--- config.mk ---
export PLATFORM = sky130hd
export DESIGN_NAME = booth_seq_multiplier
export DESIGN_NICKNAME = d
export VERILOG_FILES = /design/src/rtl/booth_seq_multiplier_pkg.sv /design/src/rtl/booth_r4_encoder.sv /design/src/rtl/booth_seq_multiplier.sv
export SDC_FILE = /design/constraint.sdc
export NUM_CORES = 1
export LEC_CHECK = 0
export CAP_MARGIN = 20
export CORE_MARGIN = 8
export CORE_UTILIZATION = 55
export DETAILED_ROUTE_END_ITERATION = 6
export PLACE_DENSITY = 0.81
export SYNTH_ARGS = -nofsm -noshare
export SYNTH_HDL_FRONTEND = slang
export SYNTH_SLANG_ARGS = --single-unit
--- constraint.sdc ---
create_clock -name clk -period 4 [get_ports clk]
set_input_delay 0.4 -clock clk [delete_from_list [all_inputs] [get_ports clk]]
set_output_delay 0.4 -clock clk [all_outputs]
set_load 0.02 [all_outputs]
--- src/rtl/booth_seq_multiplier_pkg.sv ---
// mult_pkg: shared types and helpers for the sequential radix-4 Booth multiplier
package mult_pkg;
  typedef enum logic [1:0] {IDLE, CALC, DONE} state_t;
  typedef struct packed {
    logic neg;
    logic one;
    logic two;
  } booth_digit_t;
  function automatic int iter_count(input int width);
    return width / 2 + 1;
  endfunction
endpackage

--- src/rtl/booth_r4_encoder.sv ---
// booth_r4_encoder: maps a multiplier bit triple to radix-4 Booth digit flags
module booth_r4_encoder
  import mult_pkg::*;
(
  input  logic [2:0]   triple,
  output booth_digit_t digit
);
  always_comb begin
    digit.neg = triple[2] & ~(triple[1] & triple[0]);
    digit.one = triple[1] ^ triple[0];
    digit.two = (triple == 3'b011) | (triple == 3'b100);
  end
endmodule

--- src/rtl/booth_seq_multiplier.sv ---
// booth_seq_multiplier: sequential radix-4 Booth multiplier, one digit per cycle,
// valid/ready on both sides, per-transaction signed/unsigned mode
module booth_seq_multiplier
  import mult_pkg::*;
#(
  parameter int WIDTH = 8
) (
  input  logic               clk,
  input  logic               reset,
  input  logic               in_valid,
  output logic               in_ready,
  input  logic [WIDTH-1:0]   A,
  input  logic [WIDTH-1:0]   B,
  input  logic               is_signed,
  output logic               out_valid,
  input  logic               out_ready,
  output logic [2*WIDTH-1:0] S
);
  localparam int W2 = WIDTH + 2;
  localparam int ITER = iter_count(WIDTH);
  localparam int CW = $clog2(ITER);
  state_t state_q, state_d;
  logic [W2:0] hi_q, hi_d, pp, sum;
  logic [W2-1:0] lo_q, lo_d, a_q, a_d;
  logic prev_q, prev_d;
  logic [CW-1:0] cnt_q, cnt_d;
  logic [2*WIDTH-1:0] s_q, s_d;
  booth_digit_t dig;
  booth_r4_encoder u_enc (
    .triple({lo_q[1:0], prev_q}),
    .digit (dig)
  );
  // hi holds the running partial product; lo shifts out multiplier bits and shifts in product bits
  always_comb begin
    pp = dig.two ? {a_q, 1'b0} : dig.one ? {a_q[W2-1], a_q} : '0;
    sum = hi_q + (dig.neg ? -pp : pp);
    state_d = state_q;
    hi_d = hi_q;
    lo_d = lo_q;
    prev_d = prev_q;
    a_d = a_q;
    cnt_d = cnt_q;
    s_d = s_q;
    unique case (state_q)
      IDLE: if (in_valid) begin
        state_d = CALC;
        a_d = is_signed ? {{2{A[WIDTH-1]}}, A} : {2'b00, A};
        lo_d = is_signed ? {{2{B[WIDTH-1]}}, B} : {2'b00, B};
        hi_d = '0;
        prev_d = 1'b0;
        cnt_d = '0;
      end
      CALC: begin
        hi_d = {{2{sum[W2]}}, sum[W2:2]};
        lo_d = {sum[1:0], lo_q[W2-1:2]};
        prev_d = lo_q[1];
        cnt_d = cnt_q + 1'b1;
        if (cnt_q == CW'(ITER - 1)) begin
          state_d = DONE;
          s_d = {sum[WIDTH-1:0], lo_q[W2-1:2]};
        end
      end
      DONE: state_d = out_ready ? IDLE : DONE;
      default: state_d = IDLE;
    endcase
  end
  always_ff @(posedge clk) begin
    if (reset) begin
      state_q <= IDLE;
      hi_q <= '0;
      lo_q <= '0;
      prev_q <= 1'b0;
      a_q <= '0;
      cnt_q <= '0;
      s_q <= '0;
    end else begin
      state_q <= state_d;
      hi_q <= hi_d;
      lo_q <= lo_d;
      prev_q <= prev_d;
      a_q <= a_d;
      cnt_q <= cnt_d;
      s_q <= s_d;
    end
  end
  assign in_ready = state_q == IDLE;
  assign out_valid = state_q == DONE;
  assign S = s_q;
endmodule
# ---- Yosys cells after proc, flatten, opt, wreduce, memory -nomap -nowiden
# Cells that the tools add are included.
dict set report classes {
  addsub 3
  n_eq_ne 7
  n_mux 17
  n_bitwise 5
  n_reduce_logical 6
}
# cell n
set ops {}
lappend ops {{2-to-1 mux 11 bit} 4}
lappend ops {{2-to-1 mux 10 bit} 3}
lappend ops {{one-hot mux 11 bit (2 select lines)} 1}
lappend ops {{one-hot mux 10 bit (2 select lines)} 1}
lappend ops {{adder 11 bit} 1}
lappend ops {{negator 11 bit} 1}
lappend ops {{AND reduction 2 bit} 4}
lappend ops {{== test 3 bit, second input constant} 2}
lappend ops {{2-to-1 mux 2 bit} 3}
lappend ops {{one-hot mux 2 bit (3 select lines)} 1}
lappend ops {{one-hot mux 3 bit (2 select lines)} 1}
lappend ops {{!= test 2 bit, second input constant} 2}
lappend ops {{adder 3 x 1 -> 3 bit, second input constant} 1}
lappend ops {{== test 3 x 2 -> 1 bit, second input constant} 1}
lappend ops {{2-to-1 mux 3 bit} 1}
lappend ops {{bitwise AND 1 bit} 2}
lappend ops {{== test 2 x 1 -> 1 bit, second input constant} 1}
lappend ops {{== test 2 bit, second input constant} 1}
lappend ops {{logical NOT 2 bit} 1}
lappend ops {{one-hot mux 1 bit (2 select lines)} 1}
lappend ops {{nonzero test 2 bit} 1}
lappend ops {{2-to-1 mux 1 bit} 1}
lappend ops {{inverter 1 bit} 1}
lappend ops {{OR 1 bit} 1}
lappend ops {{bitwise XOR 1 bit} 1}
dict set report word_totals {
  register_bits 53
  in_bits 21
  output_inout_bits 18
  wordCells 45
}

# ---- Logic depth before layout (Yosys ltp)
# Gate-level depths: netlist (run 1).
dict set report logic_depth {
  word_depth 7
  mapped_depth 17
  ltp_nobuf 16
}

# ---- Cells and area by module
# A second synthesis (run 1) with hierarchy kept.
dict set report unflattened {
  hier_cells 358
  area_unflattened_um2 2805.2
}
# module instances cells_each area_each_um2 seq_area_each_um2
set by_module_without_submodules {}
lappend by_module_without_submodules {booth_seq_multiplier 1 352 2751.4 1001.0}
lappend by_module_without_submodules {booth_r4_encoder 1 6 53.8 0.0}

# ---- Worst setup path before layout (run 1)
# No wires, ideal clock.
dict set report synth_path {
  kind {register -> register}
  from {register lo_q[0]}
  to {register hi_q[9]}
  setup_time_ps 64
  t_arrival_ps 3254
  required_time_ps 3936
  slack_ps 683
  stages_incl_launch_ff 17
  path_buffers 1
  synth_period_minus_slack_ps 3317
  path_cell_list {dfxtp_1 -> inv_1 -> ha_1 -> mux2i_2 -> buf_2 -> and3_1 -> a21oi_1 -> ha_1 -> o2111ai_2 -> nand2_1 -> xor2_1 -> ha_1 -> o21a_1 -> a2bb2oi_1 -> a41o_1 -> or3b_1 -> nand4_1}
}
dict set report synth_via {
  elab_chain_len 7
  elab_cells_between_ends 13
  cone_classes {add/sub: 2; eq/ne: 2; mux: 4; bitwise: 5}
}
# item line_no
set synth_lines {}
lappend synth_lines {{start: declaration} booth_seq_multiplier.sv:24} ;# logic [W2-1:0] lo_q, lo_d, a_q, a_d;
lappend synth_lines {{start signal: assignment} booth_seq_multiplier.sv:79} ;# lo_q <= lo_d;
lappend synth_lines {{== test 3 x 2 -> 1 bit, or another cell as far along} booth_r4_encoder.sv:11} ;# digit.two = (triple == 3'b011) | (triple == 3'b100);
lappend synth_lines {{OR 1 bit or 2-to-1 mux 11 bit (tied branches)} {booth_r4_encoder.sv:11, booth_seq_multiplier.sv:35}}
lappend synth_lines {{2-to-1 mux 11 bit} booth_seq_multiplier.sv:35} ;# pp = dig.two ? {a_q, 1'b0} : dig.one ? {a_q[W2-1], a_q} : '0;
lappend synth_lines {{negator 11 bit} booth_seq_multiplier.sv:36} ;# sum = hi_q + (dig.neg ? -pp : pp);
lappend synth_lines {{2-to-1 mux 11 bit (*)} booth_seq_multiplier.sv:36}
lappend synth_lines {{adder 11 bit (*)} booth_seq_multiplier.sv:36}
lappend synth_lines {{one-hot mux 11 bit (2 select lines) (*)} booth_seq_multiplier.sv:44} ;# unique case (state_q)
lappend synth_lines {{end signal: assignment} booth_seq_multiplier.sv:78} ;# hi_q <= hi_d;
lappend synth_lines {{end: declaration} booth_seq_multiplier.sv:23} ;# logic [W2:0] hi_q, hi_d, pp, sum;
# Every way passes the cells marked *; elsewhere a longest branch is shown, timed or not.
# A chain may end at the register's enable or synchronous reset.

# ---- Worst setup path in the final report (run 1)
# Same ends and word-level chain as after synthesis.

==> metrics.txt, run 1 <==
antenna viol nets, final 0; Worst-Margin Slew 0.993 ns; Switching Share 31.8%; hold-fix buffers at CTS 0; WL met2 3470 um; Highest Signal Layer met4; top_reg_cell synth dfxtp_1; skew final 0.00768 ns; I/O pin count 39; # rows 26; Antenna Cells 0; worst r2r dst hi_q[9]; FF-to-FF path depth 14; initial detailed-routing violation count 206; Final Wtd Congestion 0.871; post-CTS setup buffers 0; share of layout cells above drive strength 1 5.93%; Reg area 0.00100 sq mm; dominant cell type by area after synthesis dfxtp_1; Detail Route met3 WL 317 um; Crit path required time 4.26 ns; Synth Warn # 0; wire per inst 14.7 um; CTS tree yes; Crit Reg-Reg Startpoint lo_q[0]; static leakage 1.31 nW; internal power between 0.0007 and 0.0008 W; vias per inst 5.87; final WL 6990 um; fin nets 444; Final Cycle Share roughly 84%; largest net degree at the start of global routing 54; GRT Total Usage 18.5%; setup violators final 0; Worst-path clk slew 0.10 ns; Peak VDD IR 0.000254 V; WS Path Type reg -> reg; Slew headroom 33.7%; HPWL after DPL 5020 um; Final min period ~3.3 ns; H-tree depth 2; multi-input logic area 0.00182 sq mm; outcome finished, final reports clean; RSZ-0062 raised after global routing false; gr ovfl total 0; die height 89.2 um; die area 0.00796 sq mm; clock share of power 27.7%; Critical Path Source lo_q[0]; CP arrival 3.60 ns; vias in the first global route 2501; Final Hold Vio Count 0; Crit. End Element flip-flop; cells after synthesis 382; setup TNS 0 ns; core area 0.00514 sq mm; fmax 299 MHz; Layout fillers 451; total number of vias 2790; Final Power 0.00108 W; crit-path max FO 13; Power Dens Cells 316 mW/mm^2; count of cell types in the netlist 51; Net Count, Synth 421; Psw 0.000344 W; asr flop ratio synth 0%; Startpoint Class flip-flop; Starting Density 57.4%; end of the critical path hi_q[9]; Seq/Total Area, Yosys 34.0%; die width between 80 and 90 um; Reg2Reg Setup Slack 0.66 ns; CTS Buf Count 5; DRC 0; clock tree buffer depth 2; Synth Cell Area just under 0.003 sq mm; post-cts sizing count 0; Sink Count 50; Synth Register Bits 50; Worst-Skew Late Latency 0.31 ns; part of the power in registers 50.4%; post-synth top area share 34.0%; root buffer cell clkbuf_8; DRT met1 WL approximately 3100 um; first-pass GRT wire length 11700 um; max_cap viols 0; Slew Viols, Final 0; Post-synth EDFFs 0; Hold Path Class reg -> reg; most area-consuming cells after synthesis dfxtp_1, nand2_1, a21oi_1; Syn Area/Cell 7.72 sq um; Layout area overhead 15.9%; initial antenna violation count 0; I/O Buffers 38; Initial DRT Pass Iterations 5; Comb power frac 21.9%
[per-layer routing]
layer  GRT usage [%]  vias up
met5               0        -
met4            4.98        0
met3            3.95        7
met2            31.2       87
met1            23.1     1318
li1                -     1378
[placed cells by master (no fill, tap or decap), drive strengths merged, types with 2 or more instances in the layout]
| master | n |
|---|---|
| a211o | 2 |
| a211oi | 4 |
| a21o | 2 |
| a21oi | 52 |
| a22o | 3 |
| a311oi | 8 |
| a31oi | 5 |
| a41o | 2 |
| and2 | 4 |
| and3 | 5 |
| buf | 5 |
| clkbuf | 5 |
| clkdlybuf4s50 | 37 |
| dfxtp | 50 |
| ha | 17 |
| inv | 7 |
| mux2 | 2 |
| mux2i | 3 |
| nand2 | 78 |
| nand2b | 2 |
| nand3 | 15 |
| nand4 | 2 |
| nor2 | 32 |
| nor2b | 5 |
| nor3 | 8 |
| nor3b | 5 |
| nor4 | 2 |
| o21ai | 9 |
| o22ai | 3 |
| xnor2 | 10 |
| xor2 | 7 |
[kinds of logic (layout without fill, tap and decap cells)]
group / Yosys count / count (layout) / share of synthesized area [%]
and+or+nand+nor: 162 / 162 / 24.9
buffers and inverters: 32 / 55 / 4.37
adders and majority gates: 18 / 18 / 7.89
muxes: 5 / 5 / 2.16
xor gates and xnor gates: 17 / 17 / 5.31
AOI/OAI and AO/OA: 98 / 98 / 21.4
DFF: 50 / 50 / 34.0
[critical path, cell delays in order (launching register included)]
cell       delay [ns]
dfxtp_1          0.37
inv_1            0.05
ha_1             0.43
and3_1           0.23
a21oi_1          0.19
ha_1             0.24
o2111ai_2        0.19
nand2_1          0.13
xor2_1           0.07
ha_1             0.37
o21a_1           0.15
a2bb2oi_1        0.21
a41o_1           0.25
or3b_1           0.35
nand4_1          0.07
[state kept, by name (all words and copies together), names as in the netlist]
name,flops
state_q,2
S,16
lo_q,10
cnt_q,3
hi_q,9
a_q,9
prev_q,1
[power groups by stage]
stage          logic (W)  clock network (W)  registers, W
4_1_cts         0.000234           0.000301      0.000544
2_1_floorplan   0.000181                  0      0.000545
3_3_place_gp    0.000226                  0      0.000555
6_report        0.000236           0.000300      0.000545
5_1_grt         0.000260           0.000325      0.000549
3_5_place_dp    0.000233                  0      0.000555
[worst min-delay path by stage]
stage / to / start / depth (start not counted) / slack [ns]
after floorplan: S[0] / lo_q[2] / 2 / 0.45
after global placement: S[0] / S[0] / 2 / 0.45
after detailed placement: S[2] / S[2] / 2 / 0.45
after CTS: S[2] / S[2] / 2 / 0.46
after global routing: S[2] / S[2] / 2 / 0.48
final: S[5] / S[5] / 2 / 0.46
[synth_stat cells, types with 2 or more instances]
cell type and number:
xnor2_1 9, nor2_1 32, a211oi_1 3, clkbuf_1 24, o21ai_0 8, inv_1 6
o22ai_1 3, nor2b_1 5, a21o_1 2, a21oi_1 52, nand4_1 2, dfxtp_1 50
nand2_1 78, mux2i_2 2, a311oi_1 8, nand3_1 15, a211o_1 2, xor2_1 7
nor3b_1 4, nor3_1 8, a22o_1 3, a31oi_1 5, ha_1 17, and3_1 5
and2_1 4, nand2b_1 2, a41o_1 2
[layout make-up]
| class | count | area share, % |
|---|---|---|
| clock buffers | 5 | 2.01 |
| well taps | 70 | 2.56 |
| clock inverters | 2 | 0.403 |
| flip-flops and latches | 50 | 29.3 |
| repair buffers | 42 | 11.9 |
| multi-input cells | 300 | 53.2 |
| inverters | 6 | 0.659 |
[per-stage QoR]
| step | cell area [sq um] | hold slack, ns | setup WS [ns] | cells | util, % |
|---|---|---|---|---|---|
| 6_report | 3420 | 0.459 | 0.657 | 475 | 66.5 |
| 4_1_cts | 3420 | 0.460 | 0.677 | 475 | 66.5 |
| 3_5_place_dp | 3330 | 0.446 | 0.725 | 468 | 64.9 |
| 5_1_grt | 3420 | 0.475 | 0.423 | 475 | 66.5 |
| 2_1_floorplan | 2950 | 0.446 | 0.683 | 382 | - |
| 3_3_place_gp | 3330 | 0.446 | 0.804 | 468 | 64.9 |
Note: power is estimated with default switching activity, not from simulation.
==> inputs of run 2 (changes only) <==
--- a/config.mk
+++ b/config.mk
@@ -7,9 +7,9 @@
 export LEC_CHECK = 0
 export CAP_MARGIN = 20
 export CORE_MARGIN = 8
-export CORE_UTILIZATION = 55
+export CORE_UTILIZATION = 50
 export DETAILED_ROUTE_END_ITERATION = 6
-export PLACE_DENSITY = 0.81
+export PLACE_DENSITY = 0.77
 export SYNTH_ARGS = -nofsm -noshare
 export SYNTH_HDL_FRONTEND = slang
 export SYNTH_SLANG_ARGS = --single-unit
==> constraint.sdc (replaced) <==
create_clock -name clk -period 2.85 [get_ports clk]
set_input_delay 0.285 -clock clk [delete_from_list [all_inputs] [get_ports clk]]
set_output_delay 0.285 -clock clk [all_outputs]
set_load 0.02 [all_outputs]
==> metrics.txt, run 2 (synthesis gave the netlist of run 1 again) <==
outcome finished, violations left; failing checks setup timing; Antenna Cells 0 (unchanged); Startpoint Class flip-flop; initial antenna violation count 0 (unchanged); Power Dens Cells 422 mW/mm^2 (+33%); Initial DRT Pass Iterations 4 (-1); CTS tree yes; I/O Buffers 38 (unchanged); final core occ 66.8% (+0.37 points); Layout area overhead 31.9%; worst hold path depth 2 (unchanged); Crit path required time 3.11 ns (-1.15 ns); vias per inst 5.54 (-5.7%); WS Path Type reg -> reg; # rows 28 (+7.7%); die area 0.00861 sq mm (+8.2%); Final Power 0.00164 W (+52%); RSZ-0062 raised after global routing true; FF-to-FF path depth 15 (+1); Worst-Margin Slew 0.947 ns (-0.0458 ns); first-pass GRT wire length 12700 um (+8.2%); total number of vias 2863 (+2.6%); Crit. End Element flip-flop; wire per inst 14.9 um (+1.2%); fmax 341 MHz (+14%); root buffer cell clkbuf_8; skew final 0.00733 ns (-0.000345 ns); gr ovfl total 0 (unchanged); hold-fix buffers at CTS 0 (unchanged); crit-path max FO 5 (-8); Final min period 2.93 ns (-0.413 ns); die width 92.8 um (+4.0%); fin nets 481 (+8.3%); largest net degree at the start of global routing 45 (-17%); vias in the first global route 2778 (+11%); Final Hold Vio Count 0 (unchanged); antenna viol nets, final 0 (unchanged); initial detailed-routing violation count 166 (-19%); Reg2Reg Setup Slack -0.08 ns (-0.74 ns); max reg flops 16 (unchanged); Final WS setup -0.0795 ns (-0.737 ns); core area 0.00582 sq mm (+13%); share of layout cells above drive strength 1 19.5% (+14 points); clock tree buffer depth 2 (unchanged); HPWL after DPL 5440 um (+8.4%); H-tree depth 2 (unchanged); commonest non-fill, non-tap cell in the layout nand2_1; setup violators final 3 (+3); Slew Viols, Final 0 (unchanged); CP arrival 3.19 ns (-0.41 ns); GRT Total Usage 17.6% (-0.86 points); CTS Buf Count 5 (unchanged); DRC 0 (unchanged); Worst-path clk slew 0.10 ns (about the same); final WL 7700 um (+10%); Worst-Skew Late Latency 0.31 ns (about the same); Sink Count 50 (unchanged); die height 92.8 um (+4.0%); Fin Hold WS 0.293 ns (-0.166 ns); Final Wtd Congestion 0.878 (+0.78%); max_cap viols 0 (unchanged); static leakage 1.52 nW (+16%); I/O pin count 39 (unchanged); Hold Path Class in -> reg; Final Cycle Share 103% (+19 points); Peak VDD IR 0.000313 V (+23%); Starting Density 50.7% (-6.7 points); Slew headroom 36.7% (+3.1 points); most frequent cells in the layout nand2_1, dfxtp_1, a21oi_1
==> run 2: cell types whose count changed in the layout (fill, tap and decap cells not counted), sizes merged <==
| cell | before | now |
|---|---|---|
| buf | 5 | 42 |
==> run 2: worst max-delay path, stage by stage, from the launching register on <==
cell and delay, ns:
dfxtp_4 0.39, inv_4 0.04, ha_4 0.16, mux2i_4 0.19, buf_6 0.16, buf_4 0.12
buf_4 0.11, and3_1 0.16, a21oi_1 0.05, xor2_1 0.18, ha_2 0.34, o21a_1 0.14
a2bb2oi_2 0.15, a41o_1 0.24, or3b_1 0.36, nand4_1 0.07
==> run 2: layout make-up <==
cell class                      instances  area (sq um)
Sequential cell                        50          1010
Inverter                                6          27.5
Clock buffer                            5          68.8
Clock inverter                          2          13.8
Timing Repair Buffer                   79           694
Fill cell                             504          1930
Multi-Input combinational cell        300          1980
Tap cell                               75          93.8
==> run 2: path summary, 6_finish.rpt <==
check | start | endpoint
setup / recovery | lo_q[0] | hi_q[9]
hold / removal | reset | hi_q[6]
setup reg to reg | lo_q[0] | hi_q[9]
hold reg to reg | S[0] | S[0]
==> run 2: power by group <==
| part | internal [W] | total [W] | switching, W | leakage, nW |
|---|---|---|---|---|
| Sequential | 0.000728 | 0.000764 | 0.0000359 | 0.409 |
| Combinational | 0.000216 | 0.000446 | 0.000230 | 1.07 |
| Clock | 0.000171 | 0.000429 | 0.000259 | 0.0444 |
==> run 2: metal layers <==
metal,global-route usage (%),share of wire (%)
met1,21.6,45
met2,30.8,50
met3,3.07,3.2
met4,4.83,1.1
met5,0,0
==> run 2: through the flow <==
stage	cells	TNS, ns	area (sq um)	setup WS, ns
after floorplan	382	-0.478	3010	-0.140
after global placement	502	0	3610	0.00993
after detailed placement	502	-0.176	3610	-0.0743
after CTS	511	-0.156	3730	-0.0692
after global routing	517	-0.953	3890	-0.201
final	517	-0.182	3890	-0.0795
==> run 2: repair_timing <==
action	4_1_cts	5_1_grt
endpoints found under the setup margin	4	10
gates resized for setup	5	27
pin swaps	1	15
buffers inserted	2	6
==> inputs of run 3 (changes only) <==
--- a/config.mk
+++ b/config.mk
@@ -7,9 +7,11 @@
 export LEC_CHECK = 0
 export CAP_MARGIN = 20
 export CORE_MARGIN = 8
-export CORE_UTILIZATION = 50
+export CORE_UTILIZATION = 40
+export CTS_CLUSTER_DIAMETER = 120
 export DETAILED_ROUTE_END_ITERATION = 6
-export PLACE_DENSITY = 0.77
+export HOLD_SLACK_MARGIN = 0.05
+export PLACE_DENSITY = 0.64
 export SYNTH_ARGS = -nofsm -noshare
 export SYNTH_HDL_FRONTEND = slang
 export SYNTH_SLANG_ARGS = --single-unit
==> metrics.txt, run 3 (synthesis gave the netlist of run 1 again) <==
Comb power frac 26.6% (-0.6 points); slowest CP cell dfxtp_4; vias in the first global route 2973 (+7.0%); crit-path cells inv_2 -> ha_4 -> mux2i_4 -> and3_4 -> a21oi_4 -> ha_4 -> nor2_2 -> xnor2_1 -> ha_1 -> a21o_1 -> a21oi_1 -> o221a_4 -> o211ai_1 -> xor2_1 -> a22o_1; GRT Total Usage 16.2% (-1.5 points); CTS tree yes; I/O Buffers 38 (unchanged); hold-fix buffers at CTS 0 (unchanged); fmax 342 MHz (+0.12%); placed cell area 0.00367 sq mm (+1.7%); max reg flops 16 (unchanged); skew final 0.0131 ns (+0.00581 ns); Layout area overhead 36.6%; clock share of power 30.3% (+4.1 points); Sink Count 50 (unchanged); Worst-Margin Slew 0.714 ns (-0.233 ns); vias per inst 5.36 (-3.3%); static leakage 1.57 nW (+2.8%); Starting Density 40.9% (-9.8 points); first-pass GRT wire length 13600 um (+6.9%); clock tree buffer depth 2 (unchanged); RSZ-0062 raised after global routing true; part of the power in registers 43.1% (-3.5 points); core area 0.00721 sq mm (+24%); failing checks setup timing; Crit path required time 3.06 ns (-0.05 ns); total number of vias 2930 (+2.3%); CTS Buf Count 5 (unchanged); HPWL after DPL 5920 um (+8.8%); max incr delay on CP 0.38 ns (about the same); I/O pin count 39 (unchanged); outcome finished, violations left; WS Path Type reg -> reg; Peak VDD IR 0.000256 V (-18%); internal power 0.00123 W (+9.9%); commonest non-fill, non-tap cell in the layout nand2_1; Final Wtd Congestion 0.878 (about the same); fin nets 486 (+1.0%); setup TNS -0.220 ns (-0.0385 ns); Worst-Skew Late Latency 0.31 ns (about the same); gr ovfl total 0 (unchanged); Final WS setup -0.0759 ns (+0.00364 ns); most frequent CP cell ha_4; wire per inst 15.1 um (+1.1%); largest net degree at the start of global routing 28 (-38%); root buffer cell clkbuf_8; share of layout cells above drive strength 1 22.1% (+2.6 points); Hold Path Class in -> reg; Switching Share 30.8% (-1.2 points); final WL 8240 um (+6.9%); die height 102 um (+9.8%); Power Dens Cells 439 mW/mm^2 (+4.2%); most frequent cells in the layout nand2_1, dfxtp_1, buf_4; Antenna Cells 0 (unchanged); Crit. End Element flip-flop; Startpoint Class flip-flop; Slew Viols, Final 0 (unchanged); Final Hold Vio Count 0 (unchanged); die width 102 um (+9.8%); Slew headroom 52.3% (+16 points); # rows 31 (+11%); crit-path max FO 4 (-1); H-tree depth 2 (unchanged); setup violators final 4 (+1); DRC 0 (unchanged); Psw 0.000544 W (+3.8%); non-filler cells, final 547 (+5.8%); final core occ 55.8% (-11 points); Fin Hold WS 0.442 ns (+0.149 ns); Finished Cell Area 0.00403 sq mm (+3.6%); initial antenna violation count 0 (unchanged); Initial DRT Pass Iterations 4 (unchanged); initial detailed-routing violation count 194 (+17%); max_cap viols 0 (unchanged); Final min period 2.93 ns (-0.00364 ns); Final Cycle Share 103% (-0.13 points); # placed instances 530 (+5.6%); antenna viol nets, final 0 (unchanged); CP arrival 3.13 ns (-0.06 ns); die area 0.0104 sq mm (+20%); Worst-path clk slew 0.10 ns (about the same)
==> run 3: power by group through the flow <==
stage | Clock, W | Sequential (W) | Combinational, W
global route | 0.000574 | 0.000768 | 0.000516
detailed placement | 0 | 0.000778 | 0.000410
finish | 0.000536 | 0.000763 | 0.000471
floorplan | 0 | 0.000766 | 0.000270
CTS | 0.000546 | 0.000763 | 0.000432
global placement | 0 | 0.000776 | 0.000401
==> run 3: timing repair <==
action                     in CTS  in global routing
resized for setup              12                 23
pin swaps                      14                 10
setup endpoints to repair       6                 12
setup buffers                   3                  6
==> run 3: final cells by class <==
class	count	area [sq um]
Clock buffer	5	68.8
Clock inverter	3	48.8
Fill cell	690	3190
Inverter	6	22.5
Multi-Input combinational cell	300	2020
Sequential cell	50	1010
Tap cell	99	124
Timing Repair Buffer	84	728
==> run 3: path summary, 6_finish.rpt <==
check | end | from | slack [ns] | cells past startpoint
setup / recovery | hi_q[7] | lo_q[0] | -0.08 | 15
hold / removal | S[14] | reset | 0.44 | 2
setup reg to reg | hi_q[7] | lo_q[0] | -0.08 | 15
hold reg to reg | S[2] | S[2] | 0.46 | 2
==> run 3: per-layer routing <==
metal | routed length [um] | vias up | GRT usage, %
li1 | - | 1462 | -
met3 | 212 | 14 | 1.84
met4 | 182 | 0 | 5.53
met2 | 4160 | 61 | 28.6
met5 | 0 | - | 0
met1 | 3680 | 1393 | 19.8
==> run 3: worst max-delay path, delay by kind of cell (launching register included) <==
family / cells / cell delay (ns)
xor+xnor: 2 / 0.30
simple gates: 2 / 0.34
mux: 1 / 0.19
fa+ha+maj: 3 / 0.62
compound gates: 6 / 0.95
flops: 1 / 0.38
buf+inv: 1 / 0.04
==> run 3: per-stage QoR <==
stage          power (W)  setup slack, ns
5_1_grt          0.00186           -0.253
3_3_place_gp     0.00118          -0.0490
3_5_place_dp     0.00119           -0.128
2_1_floorplan    0.00104           -0.140
4_1_cts          0.00174          -0.0862
6_report         0.00177          -0.0759
==> RTL change: new RTL, flow settings as in run 1 <==
Change the parameter `WIDTH` from 8 to 16.
--- a/src/rtl/booth_seq_multiplier.sv
+++ b/src/rtl/booth_seq_multiplier.sv
@@ -3,7 +3,7 @@
 module booth_seq_multiplier
   import mult_pkg::*;
 #(
-  parameter int WIDTH = 8
+  parameter int WIDTH = 16
 ) (
   input  logic               clk,
   input  logic               reset,
Ports: changed (resized A, B and S); port bits go from 39 to 71. No check against the original RTL was run, so the function may have changed too.
==> RTL change against run 1 <==
Fmax shrank 12%. Sequential share of layout area grew 0.58 points. Count of clock-buffer cells in the layout grew 5. Power grew 81%. Cell area grew 79%. Die area grew 57%. Wire length grew 89%. Setup slack lost 0.44 ns. Sequential cell count grew 41. Synthesized area grew 71%. Synthesized cell count grew 77%. Critical endpoint is now hi_q[17]. Largest power group unchanged.
==> RTL change: results (changes against run 1) <==
- The routed via count came to 4941 (+77%).
- The count of H-tree levels built during CTS is 3 (+1).
- The total number of multi-input combinational cells came to 528 (+76%).
- The compound-gate portion of the synthesized area is 0.244 (+0.0303).
- The met1 layer usage reported by global route is 0.262 (+0.0308).
- The number of DRC violations after detailed-routing iteration 0 came to 395 (+92%).
- The area of the multi-input gates was 3080 um^2 (+69%).
- The net count after synthesis is 737 (+75%).
- The flip-flop count of the largest register, all copies and words added is 32 (+16).
- The fraction of final layout cells with drive strength greater than 1 is 0.0751 (+0.0159).
- The critical path arrival was 4.08 ns (+0.48 ns).
- The number of distinct library cells after synthesis came to 46 (-9.8%).
- The maximum fanout along the worst path is 5 (-8).
- The number of clock sinks came to 91 (+82%).
- The pin count of the biggest net entering global routing came to 41 (-24%).
- The post-detailed-routing wire length is 13200 um (+89%).
- The maximum clock skew at final layout is 0.0177 ns (+0.0100 ns).
- The worst vdd rail ir drop is 0.248 mV (-2.3%).
- The number of clock buffer instances in the layout came to 10 (+5).
- The number of buffers created by CTS was 9 (+4).
- The HPWL after detailed placement came to 9570 um (+91%).
- The global placer's final weighted congestion is 0.907 (+4.0%).
- The global-route met3 utilization is 0.0438 (+0.00431).
- The sequential share of the synthesized area is 0.362 (+0.0222).
- The iteration count of the initial detailed-routing pass is 5 (unchanged).
- The adder and majority gate portion of the synthesized area came to 0.0636 (-0.0153).
- Ranked by instance count, the synthesized netlist is headed by sky130_fd_sc_hd__nand2_1 (147), sky130_fd_sc_hd__a21oi_1 (114), sky130_fd_sc_hd__dfxtp_1 (91).
- On the critical path the largest part of the delay comes from compound AO/OA/AOI/OAI gates.
- The count of input and output buffers is 70 (+84%).
- The wire length of the first global-routing pass was 21900 um (+86%).
- The share of synthesized area spent on multiplexers is 0.00422 (-0.0174).
- The total of plain and repair buffers excluding clock buffers was 89 (+110%).
- The CTS clock-pin slew for the worst setup and hold paths is between 0.1 and 0.15 ns.
- The leakage power is 2.24 nW (+71%).
- The share of final layout cell area taken by non-clock buffers was 0.138 (+0.0193).
- The number of inverters outside the clock class in the layout is 8 (+2).
- The flow ran to the end, and the final reports show no timing, DRC or antenna violations.
- The total number of nets in the final design is 789 (+78%).
- The worst setup path startpoint is prev_q.
- The area taken by flip-flops and latches was 1820 um^2 (+82%).
- The area of the core region is 9060 um^2 (+76%).
- The instance area at placement came to 5800 um^2 (+74%).
- The startpoint identified for the worst hold timing path is S[28].
- The worst setup slack for register-to-register paths is 0.22 ns (-0.44 ns).
- The master of the slowest instance on the critical path is sky130_fd_sc_hd__dfxtp_1.
- The area share of xor/xnor cells in the synthesized design is 0.0574 (+0.00434).
- The overall track demand over capacity in global routing was 0.208 (+0.0226).
- The largest stage delay on the critical path was 0.38 ns (-0.05 ns).
- The insertion delay to the later sink of the worst-skew pair is 0.37 ns (+0.06 ns).
- Yosys attributes the largest share of cell area to sky130_fd_sc_hd__dfxtp_1 (36%), sky130_fd_sc_hd__a21oi_1 (11%), sky130_fd_sc_hd__nand2_1 (11%).
RTL change: worst paths after layout:
| kind | endpoint | cells past startpoint |
|---|---|---|
| max reg2reg | hi_q[17] | 18 |
| min reg2reg | S[28] | 2 |
| min | S[28] | 2 |
| max | hi_q[17] | 18 |
RTL change: routing by layer:
layer / vias to the layer above / part of all wire
li1: 2460 / -
met1: 2299 / 0.45
met2: 156 / 0.47
met3: 26 / 0.059
met4: 0 / 0.028
met5: - / 0
RTL change: power groups by stage:
stage	Clock, W	Combinational [W]	Sequential (W)
2_1_floorplan	0	0.000242	0.000976
3_3_place_gp	0	0.000328	0.000990
3_5_place_dp	0	0.000337	0.000992
4_1_cts	0.000635	0.000339	0.000972
5_1_grt	0.000678	0.000388	0.000978
6_report	0.000628	0.000354	0.000973
RTL change: repair_timing:
action	4_1_cts	5_1_grt
gates resized for setup	1	13
hold buffers	0	0
buffers inserted	0	5
endpoints found under the setup margin	1	11
pin swaps	0	6
RTL change: cell families (layout without fill, tap and decap cells):
group | count (synthesis) | in the layout
AO/OA/AOI/OAI | 209 | 209
XOR/XNOR | 33 | 33
AND/OR/NAND/NOR | 259 | 259
adder cells (fa/ha/maj) | 25 | 25
flip-flops | 91 | 91
multiplexers | 2 | 2
buffers and inverters | 56 | 113
RTL change: metrics by stage:
stage	cells	setup WS, ns	hold WS, ns	util
finish	843	0.218	0.455	0.673
global route	843	-0.0278	0.473	0.673
CTS	838	0.0242	0.459	0.662
detailed placement	822	0.0296	0.447	0.640
global placement	822	0.233	0.442	0.640
floorplan	675	0.0108	0.445	-
